**src/rtl/riscv_test_pkg.sv**
```systemverilog
`default_nettype none
// ============================================================================
//  Module   : riscv_test_pkg
//  Purpose  : Shared types and constants for the riscv-tests end-of-test
//             monitor: FSM state encoding, default watched register indices
//             and the pass/flag magic value.
//  Ports    : none (package)
//  Revision : 1.0 - initial release
// ============================================================================
package riscv_test_pkg;

   typedef enum logic [1:0] {
      ST_RUN    = 2'd0,
      ST_SETTLE = 2'd1,
      ST_DONE   = 2'd2
   } state_t;

   // riscv-tests convention: gp = test number, s10 = done flag, s11 = result
   localparam int unsigned DEF_TNUM_REG   = 3;
   localparam int unsigned DEF_FLAG_REG   = 26;
   localparam int unsigned DEF_RESULT_REG = 27;

   localparam logic [31:0] PASS_VALUE = 32'h1;
   localparam logic [31:0] FLAG_VALUE = 32'h1;

endpackage
`default_nettype wire

```
**src/rtl/riscv_test_monitor_if.sv**
```systemverilog
`default_nettype none
// ============================================================================
//  Module   : riscv_test_monitor_if
//  Purpose  : Register-file writeback tap observed by the test monitor.
//  Ports    : wb_en   - writeback enable
//             wb_addr - destination register index (5 bits)
//             wb_data - write data (32 bits)
//             modport master drives the bus, modport slave observes it.
//  Revision : 1.0 - initial release
// ============================================================================
interface riscv_test_monitor_if;
   logic        wb_en;
   logic [4:0]  wb_addr;
   logic [31:0] wb_data;

   modport master (output wb_en, output wb_addr, output wb_data);
   modport slave  (input  wb_en, input  wb_addr, input  wb_data);
endinterface
`default_nettype wire

```
**src/rtl/riscv_test_monitor.sv**
```systemverilog
`default_nettype none
// ============================================================================
//  Module   : riscv_test_monitor
//  Purpose  : Shadows the test-number, done-flag and result registers from
//             the CPU writeback port. After the flag is written with 1 it waits
//             a settle window and latches a pass/fail verdict; an optional
//             run-cycle timeout forces a failing verdict.
//  Ports    : clk        - system clock, rising edge
//             rst        - synchronous active-high reset
//             wb         - writeback tap (slave modport)
//             done       - verdict valid (level)
//             done_pulse - one-cycle strobe when done first rises
//             pass/fail  - verdict
//             timeout    - verdict forced by timeout
//             test_num   - test-number shadow captured at the verdict
//             run_cycles - saturating count of cycles spent in RUN
//  Revision : 1.0 - initial release
// ============================================================================
module riscv_test_monitor
   import riscv_test_pkg::*;
#(
   parameter int unsigned SETTLE_CYCLES  = 10,
   parameter int unsigned TIMEOUT_CYCLES = 100000,
   parameter int unsigned TNUM_REG       = DEF_TNUM_REG,
   parameter int unsigned FLAG_REG       = DEF_FLAG_REG,
   parameter int unsigned RESULT_REG     = DEF_RESULT_REG
) (
   input  logic                  clk,
   input  logic                  rst,
   riscv_test_monitor_if.slave   wb,
   output logic                  done,
   output logic                  done_pulse,
   output logic                  pass,
   output logic                  fail,
   output logic                  timeout,
   output logic [31:0]           test_num,
   output logic [31:0]           run_cycles
);

   // A zero-length window would never match the counter, so it degrades to 1.
   localparam int unsigned SETTLE_EFF  = (SETTLE_CYCLES == 0) ? 1 : SETTLE_CYCLES;
   localparam logic [31:0] SETTLE_LAST = 32'(SETTLE_EFF - 1);
   localparam logic [31:0] TIMEOUT_LIM = 32'(TIMEOUT_CYCLES);
   localparam bit          TIMEOUT_EN  = (TIMEOUT_CYCLES != 0);
   localparam logic [4:0]  TNUM_IDX    = 5'(TNUM_REG);
   localparam logic [4:0]  FLAG_IDX    = 5'(FLAG_REG);
   localparam logic [4:0]  RESULT_IDX  = 5'(RESULT_REG);

   state_t      state, state_nxt;
   logic [31:0] tnum_sh, tnum_nxt;
   logic [31:0] flag_sh, flag_nxt;
   logic [31:0] result_sh, result_nxt;
   logic [31:0] settle_cnt, settle_nxt;
   logic [31:0] run_nxt, run_inc;
   logic        done_nxt, pulse_nxt, pass_nxt, fail_nxt, timeout_nxt;
   logic [31:0] test_num_nxt;
   logic        wr_valid, flag_wr, flag_hit, timeout_hit;

   assign run_inc     = (run_cycles == 32'hFFFF_FFFF) ? run_cycles : run_cycles + 32'd1;
   // x0 is hard-wired to zero in the core, so writes to it never count.
   assign wr_valid    = wb.wb_en && (wb.wb_addr != 5'd0);
   assign flag_wr     = wr_valid && (wb.wb_addr == FLAG_IDX);
   assign timeout_hit = TIMEOUT_EN && (run_inc == TIMEOUT_LIM);

   always_comb begin
      state_nxt    = state;
      tnum_nxt     = tnum_sh;
      flag_nxt     = flag_sh;
      result_nxt   = result_sh;
      settle_nxt   = settle_cnt;
      run_nxt      = run_cycles;
      done_nxt     = done;
      pulse_nxt    = 1'b0;
      pass_nxt     = pass;
      fail_nxt     = fail;
      timeout_nxt  = timeout;
      test_num_nxt = test_num;

      if (state != ST_DONE && wr_valid) begin
         if (wb.wb_addr == TNUM_IDX)   tnum_nxt   = wb.wb_data;
         if (wb.wb_addr == FLAG_IDX)   flag_nxt   = wb.wb_data;
         if (wb.wb_addr == RESULT_IDX) result_nxt = wb.wb_data;
      end

      // Only an actual write of the magic value triggers, not a stale shadow.
      flag_hit = flag_wr && (flag_nxt == FLAG_VALUE);

      case (state)
         ST_RUN: begin
            run_nxt = run_inc;
            if (flag_hit) begin
               state_nxt  = ST_SETTLE;
               settle_nxt = 32'd0;
            end else if (timeout_hit) begin
               state_nxt    = ST_DONE;
               done_nxt     = 1'b1;
               pulse_nxt    = 1'b1;
               pass_nxt     = 1'b0;
               fail_nxt     = 1'b1;
               timeout_nxt  = 1'b1;
               test_num_nxt = tnum_nxt;
            end
         end
         ST_SETTLE: begin
            settle_nxt = settle_cnt + 32'd1;
            if (settle_cnt == SETTLE_LAST) begin
               // Next-state shadows so a write on the final cycle is honoured.
               state_nxt    = ST_DONE;
               done_nxt     = 1'b1;
               pulse_nxt    = 1'b1;
               pass_nxt     = (result_nxt == PASS_VALUE);
               fail_nxt     = (result_nxt != PASS_VALUE);
               test_num_nxt = tnum_nxt;
            end
         end
         default: begin
            state_nxt = ST_DONE;
         end
      endcase
   end

   always_ff @(posedge clk) begin
      if (rst) begin
         state      <= ST_RUN;
         tnum_sh    <= 32'd0;
         flag_sh    <= 32'd0;
         result_sh  <= 32'd0;
         settle_cnt <= 32'd0;
         run_cycles <= 32'd0;
         done       <= 1'b0;
         done_pulse <= 1'b0;
         pass       <= 1'b0;
         fail       <= 1'b0;
         timeout    <= 1'b0;
         test_num   <= 32'd0;
      end else begin
         state      <= state_nxt;
         tnum_sh    <= tnum_nxt;
         flag_sh    <= flag_nxt;
         result_sh  <= result_nxt;
         settle_cnt <= settle_nxt;
         run_cycles <= run_nxt;
         done       <= done_nxt;
         done_pulse <= pulse_nxt;
         pass       <= pass_nxt;
         fail       <= fail_nxt;
         timeout    <= timeout_nxt;
         test_num   <= test_num_nxt;
      end
   end

endmodule
`default_nettype wire

```
**src/flat_wrapper.sv**
```systemverilog
// flat-port wrapper written by rule: the top's interface ports become plain ports
module riscv_test_monitor_flat import riscv_test_pkg::*;
#(
   parameter int unsigned SETTLE_CYCLES  = 10,
   parameter int unsigned TIMEOUT_CYCLES = 100000,
   parameter int unsigned TNUM_REG       = DEF_TNUM_REG,
   parameter int unsigned FLAG_REG       = DEF_FLAG_REG,
   parameter int unsigned RESULT_REG     = DEF_RESULT_REG
)
  (clk, rst, done, done_pulse, pass, fail, timeout, test_num, run_cycles, wb_wb_en, wb_wb_addr, wb_wb_data);
  riscv_test_monitor_if wb_i ();
  input  logic clk;
  input  logic rst;
  output logic done;
  output logic done_pulse;
  output logic pass;
  output logic fail;
  output logic timeout;
  output logic [31:0] test_num;
  output logic [31:0] run_cycles;
  input wire logic [$bits(wb_i.wb_en)-1:0] wb_wb_en;
  input wire logic [$bits(wb_i.wb_addr)-1:0] wb_wb_addr;
  input wire logic [$bits(wb_i.wb_data)-1:0] wb_wb_data;
  assign wb_i.wb_en = wb_wb_en;
  assign wb_i.wb_addr = wb_wb_addr;
  assign wb_i.wb_data = wb_wb_data;
  riscv_test_monitor #(.SETTLE_CYCLES(SETTLE_CYCLES), .TIMEOUT_CYCLES(TIMEOUT_CYCLES), .TNUM_REG(TNUM_REG), .FLAG_REG(FLAG_REG), .RESULT_REG(RESULT_REG)) u_core (.clk(clk), .rst(rst), .wb(wb_i), .done(done), .done_pulse(done_pulse), .pass(pass), .fail(fail), .timeout(timeout), .test_num(test_num), .run_cycles(run_cycles));
endmodule
```
**config.mk**
```make
export PLATFORM = sky130hd
export DESIGN_NAME = riscv_test_monitor_flat
export DESIGN_NICKNAME = d
export VERILOG_FILES = /design/src/rtl/riscv_test_pkg.sv /design/src/rtl/riscv_test_monitor_if.sv /design/src/rtl/riscv_test_monitor.sv /design/src/flat_wrapper.sv
export SDC_FILE = /design/constraint.sdc
export NUM_CORES = 1
export LEC_CHECK = 0
export BUFFER_PORTS_ARGS = -buffer_cell sky130_fd_sc_hd__buf_2
export CORE_ASPECT_RATIO = 0.75
export CORE_MARGIN = 5
export CORE_UTILIZATION = 60
export CTS_BUF_LIST = sky130_fd_sc_hd__clkbuf_4 sky130_fd_sc_hd__clkbuf_8
export DETAILED_ROUTE_END_ITERATION = 6
export PLACE_DENSITY = 0.82
export SETUP_SLACK_MARGIN = 0.02
export SYNTH_ARGS = -nofsm -noshare
export SYNTH_HDL_FRONTEND = slang
export SYNTH_SLANG_ARGS = --single-unit
```
**constraint.sdc**
```tcl
create_clock -name clk -period 4 [get_ports clk]
set_clock_uncertainty 0.05 [all_clocks]
set_input_delay 0.4 -clock clk [delete_from_list [all_inputs] [get_ports clk]]
set_output_delay 0.4 -clock clk [all_outputs]
set_load 0.01 [all_outputs]
```
==> results.toml <==
[worst_setup_path]
worstSetupEndpointType = "flip-flop"
reg2reg_depth = 10
r2r-end = "u_core.test_num[28]"
reg2reg_from = "u_core.run_cycles[0]"
worstPathRequired_ps = 4310
crit_type = "flip-flop to flip-flop"
crit_fanout = 34
cp.arrival_ps = 3980
r2r_setup_slack_ps = 330
worstSetupStartpointType = "flip-flop"

[global_routing]
grt.total_usage = 0.249
antenna_found_initial = 0
grt_pass1_wl_um = 37200
grt_pass1_vias = 7461
grt-ovfl-total = 0
grt_max_degree = 94

[logic_synthesis]
synth_nets = 1142
ys_seq_area_frac = 0.433
syn_area_um2 = 9210
synth_ff_type = "dfxtp_1"
synth_seq_cells = 199
synth.distinct_cells = 59
synth-edff-count = 0
avgSynthCellArea_um2 = 8.38
synthCells = 1099
yosysWarnings = 0
async_reset_ff_frac = 0

[floorplan]
chipWidth_um = 153
top_level_ports = 109
die_h_um = 117
core-area_um2 = 15100
start_util = 0.609
std_cell_rows = 39
dieArea_um2 = 17900

[clock_network]
clock_latency_ps = 470
cts_tree = "yes"
clock_path_buffers = 2
post-cts-setup-buffers = 0
h-tree-depth = 4
cts_root_buf = "clkbuf_8"
cts_buffers = 17
path_clk_slew_ps = 110
cts.sinks = 199

[cells_and_area]
drive_above_1_share = 0.174
diodes = 0
final_nets = 1220
area_growth_pct = 11.4
finalNonFillerCells = 1395
num-fill-cells = 1256

[pwr]
p_leak_nw = 4.06
p_per_area_nw_per_um2 = 326
peakVddDrop_mv = 0.216

[timing]
holdWs_ps = 143
timing.slew.headroom = 0.396
fin_crit_ps = 3670
max_freq_ghz = 0.272
period_share = 0.918
fin_setup_tns_ps = 0
finalHoldViolations = 0
grt_setup_unrepaired = "false"
setup_viol = 0
slew_viol_final = 0
tightest_slew_ps = 905

[routing]
viasPerCell = 5.86
drc = 0
drt.antenna.violating_nets = 0
dr.pass1.iters = 5
vias = 8169
avgRoutedWirePerCell_um = 16.0
wirelength_um = 22300
drtIter0Drc = 726

[worst_hold_path]
min_path_type = "primary input to flip-flop"
hold_depth = 3
holdCritStartpoint = "wb_wb_data[12]"
min_to = "u_core.flag_sh[12]"

[run]
maxCapViolCount = 0

[place]
dp.cells = 1363
port_buffers = 108
dp_hpwl_um = 15500
gp_congestion = 0.956

[status]
status = "finished, final reports clean"
[report_power, final]
| part | total (W) | internal [W] | switching [W] |
|---|---|---|---|
| registers | 0.00200 | 0.00199 | 0.00000850 |
| clock network | 0.00123 | 0.000484 | 0.000745 |
| logic | 0.000120 | 0.0000366 | 0.0000830 |
[per-stage QoR]
stage                     area, um^2   util  worst slack, ps  power, W
final                          10300  0.678              330   0.00335
after global placement          9880  0.653              518   0.00216
after global routing           10300  0.678             69.1   0.00347
after detailed placement        9880  0.653              377   0.00216
after CTS                      10300  0.678              343   0.00337
after floorplan                 9210      -              941   0.00210
[cells in the final DEF (no fill, tap or decap), types with 3 or more instances in the layout]
cell	synthesis	layout
dfxtp_1	199	199
nand2_1	178	178
nor2_1	120	119
buf_2	13	107
a21oi_1	95	95
nor4_1	38	38
nor2b_1	35	35
mux2i_1	34	34
nand3_1	34	34
nor3_1	32	32
nand4_1	31	31
o21ai_0	29	29
mux2_4	28	28
xor2_1	24	24
xnor2_1	19	19
clkbuf_8	0	18
and3_1	16	16
buf_4	0	16
a311oi_1	13	13
inv_1	12	12
or4_1	8	8
a211oi_1	8	8
nor4b_1	7	7
or3_1	8	7
a31oi_1	7	7
and4_1	7	7
nand3b_1	4	4
or2_2	4	4
mux2_2	4	4
ha_1	3	3
clkinvlp_4	0	3
inv_6	0	3
inv_8	0	3
[critical path, stage by stage (launching register included)]
cell and delay [ps]:
dfxtp_1 480, ha_1 280, and3_1 370, and4_1 530, nand4_1 140, a211oi_1 290
o21ai_0 210, nor4_4 410, a41oi_4 180, buf_12 220, mux2_4 340
[metal layers]
metal / wire length (um) / track usage / vias up
met4: 308 / 0.0588 / 0
met3: 1600 / 0.0577 / 26
li1: - / - / 4029
met2: 9780 / 0.393 / 291
met5: 0 / 0 / -
met1: 10600 / 0.351 / 3823
[state kept, by name (all words and copies together) (netlist names)]
name and count:
u_core.done 1, u_core.done_pulse 1, u_core.fail 1, u_core.flag_sh 32, u_core.pass 1, u_core.result_sh 32, u_core.run_cycles 32, u_core.settle_cnt 32
u_core.state 2, u_core.test_num 32, u_core.timeout 1, u_core.tnum_sh 32
[final cells by class]
class	instances	area, um^2	area share
inverter	12	45.0	0.00439
multi-input combinational	822	4910	0.479
tap	205	256	0.0250
timing repair buffer	125	687	0.0670
clock inverter	12	113	0.0110
sequential	199	3980	0.388
clock buffer	20	263	0.0256
[worst max path at each step]
stage	slack, ps	cells past startpoint	endpoint	start
5_1_grt	70	10	u_core.test_num[30]	u_core.run_cycles[0]
6_report	330	10	u_core.test_num[28]	u_core.run_cycles[0]
3_3_place_gp	520	10	u_core.test_num[2]	u_core.run_cycles[0]
4_1_cts	340	10	u_core.test_num[28]	u_core.run_cycles[0]
2_1_floorplan	940	12	u_core.test_num[10]	u_core.run_cycles[0]
3_5_place_dp	380	10	u_core.test_num[28]	u_core.run_cycles[0]
[Yosys cell counts, types with 7 or more instances]
library cell / count / area share
clkbuf_1: 46 / 0.019
and3_1: 16 / 0.011
nor4b_1: 7 / 0.0067
nor2_1: 120 / 0.049
and4_1: 7 / 0.0067
or3_1: 8 / 0.0054
or4_1: 8 / 0.0065
xnor2_1: 19 / 0.018
a311oi_1: 13 / 0.012
xor2_1: 24 / 0.023
dfxtp_1: 199 / 0.43
inv_1: 12 / 0.0049
mux2_4: 28 / 0.046
nor2b_1: 35 / 0.024
nand2_1: 178 / 0.073
nand4_1: 31 / 0.021
nor3_1: 32 / 0.017
buf_2: 13 / 0.0071
nand3_1: 34 / 0.018
nor4_1: 38 / 0.026
a21oi_1: 95 / 0.052
o21ai_0: 29 / 0.016
a31oi_1: 7 / 0.0048
mux2i_1: 34 / 0.037
a211oi_1: 8 / 0.0065
[timing repair]
action / in CTS / in global routing
gates resized for setup: 0 / 1
hold buffers: 0 / 0
endpoints found under the setup margin: 0 / 31
[kinds of logic after synthesis]
kind of cell    count (synthesis)  synth area share
mux                            66            0.0875
flops                         199             0.433
fa+ha+maj                       3           0.00408
simple gates                  538             0.287
xor+xnor                       43            0.0409
compound gates                172             0.112
buf+inv                        78            0.0361
(Power assumes the default switching activity.)
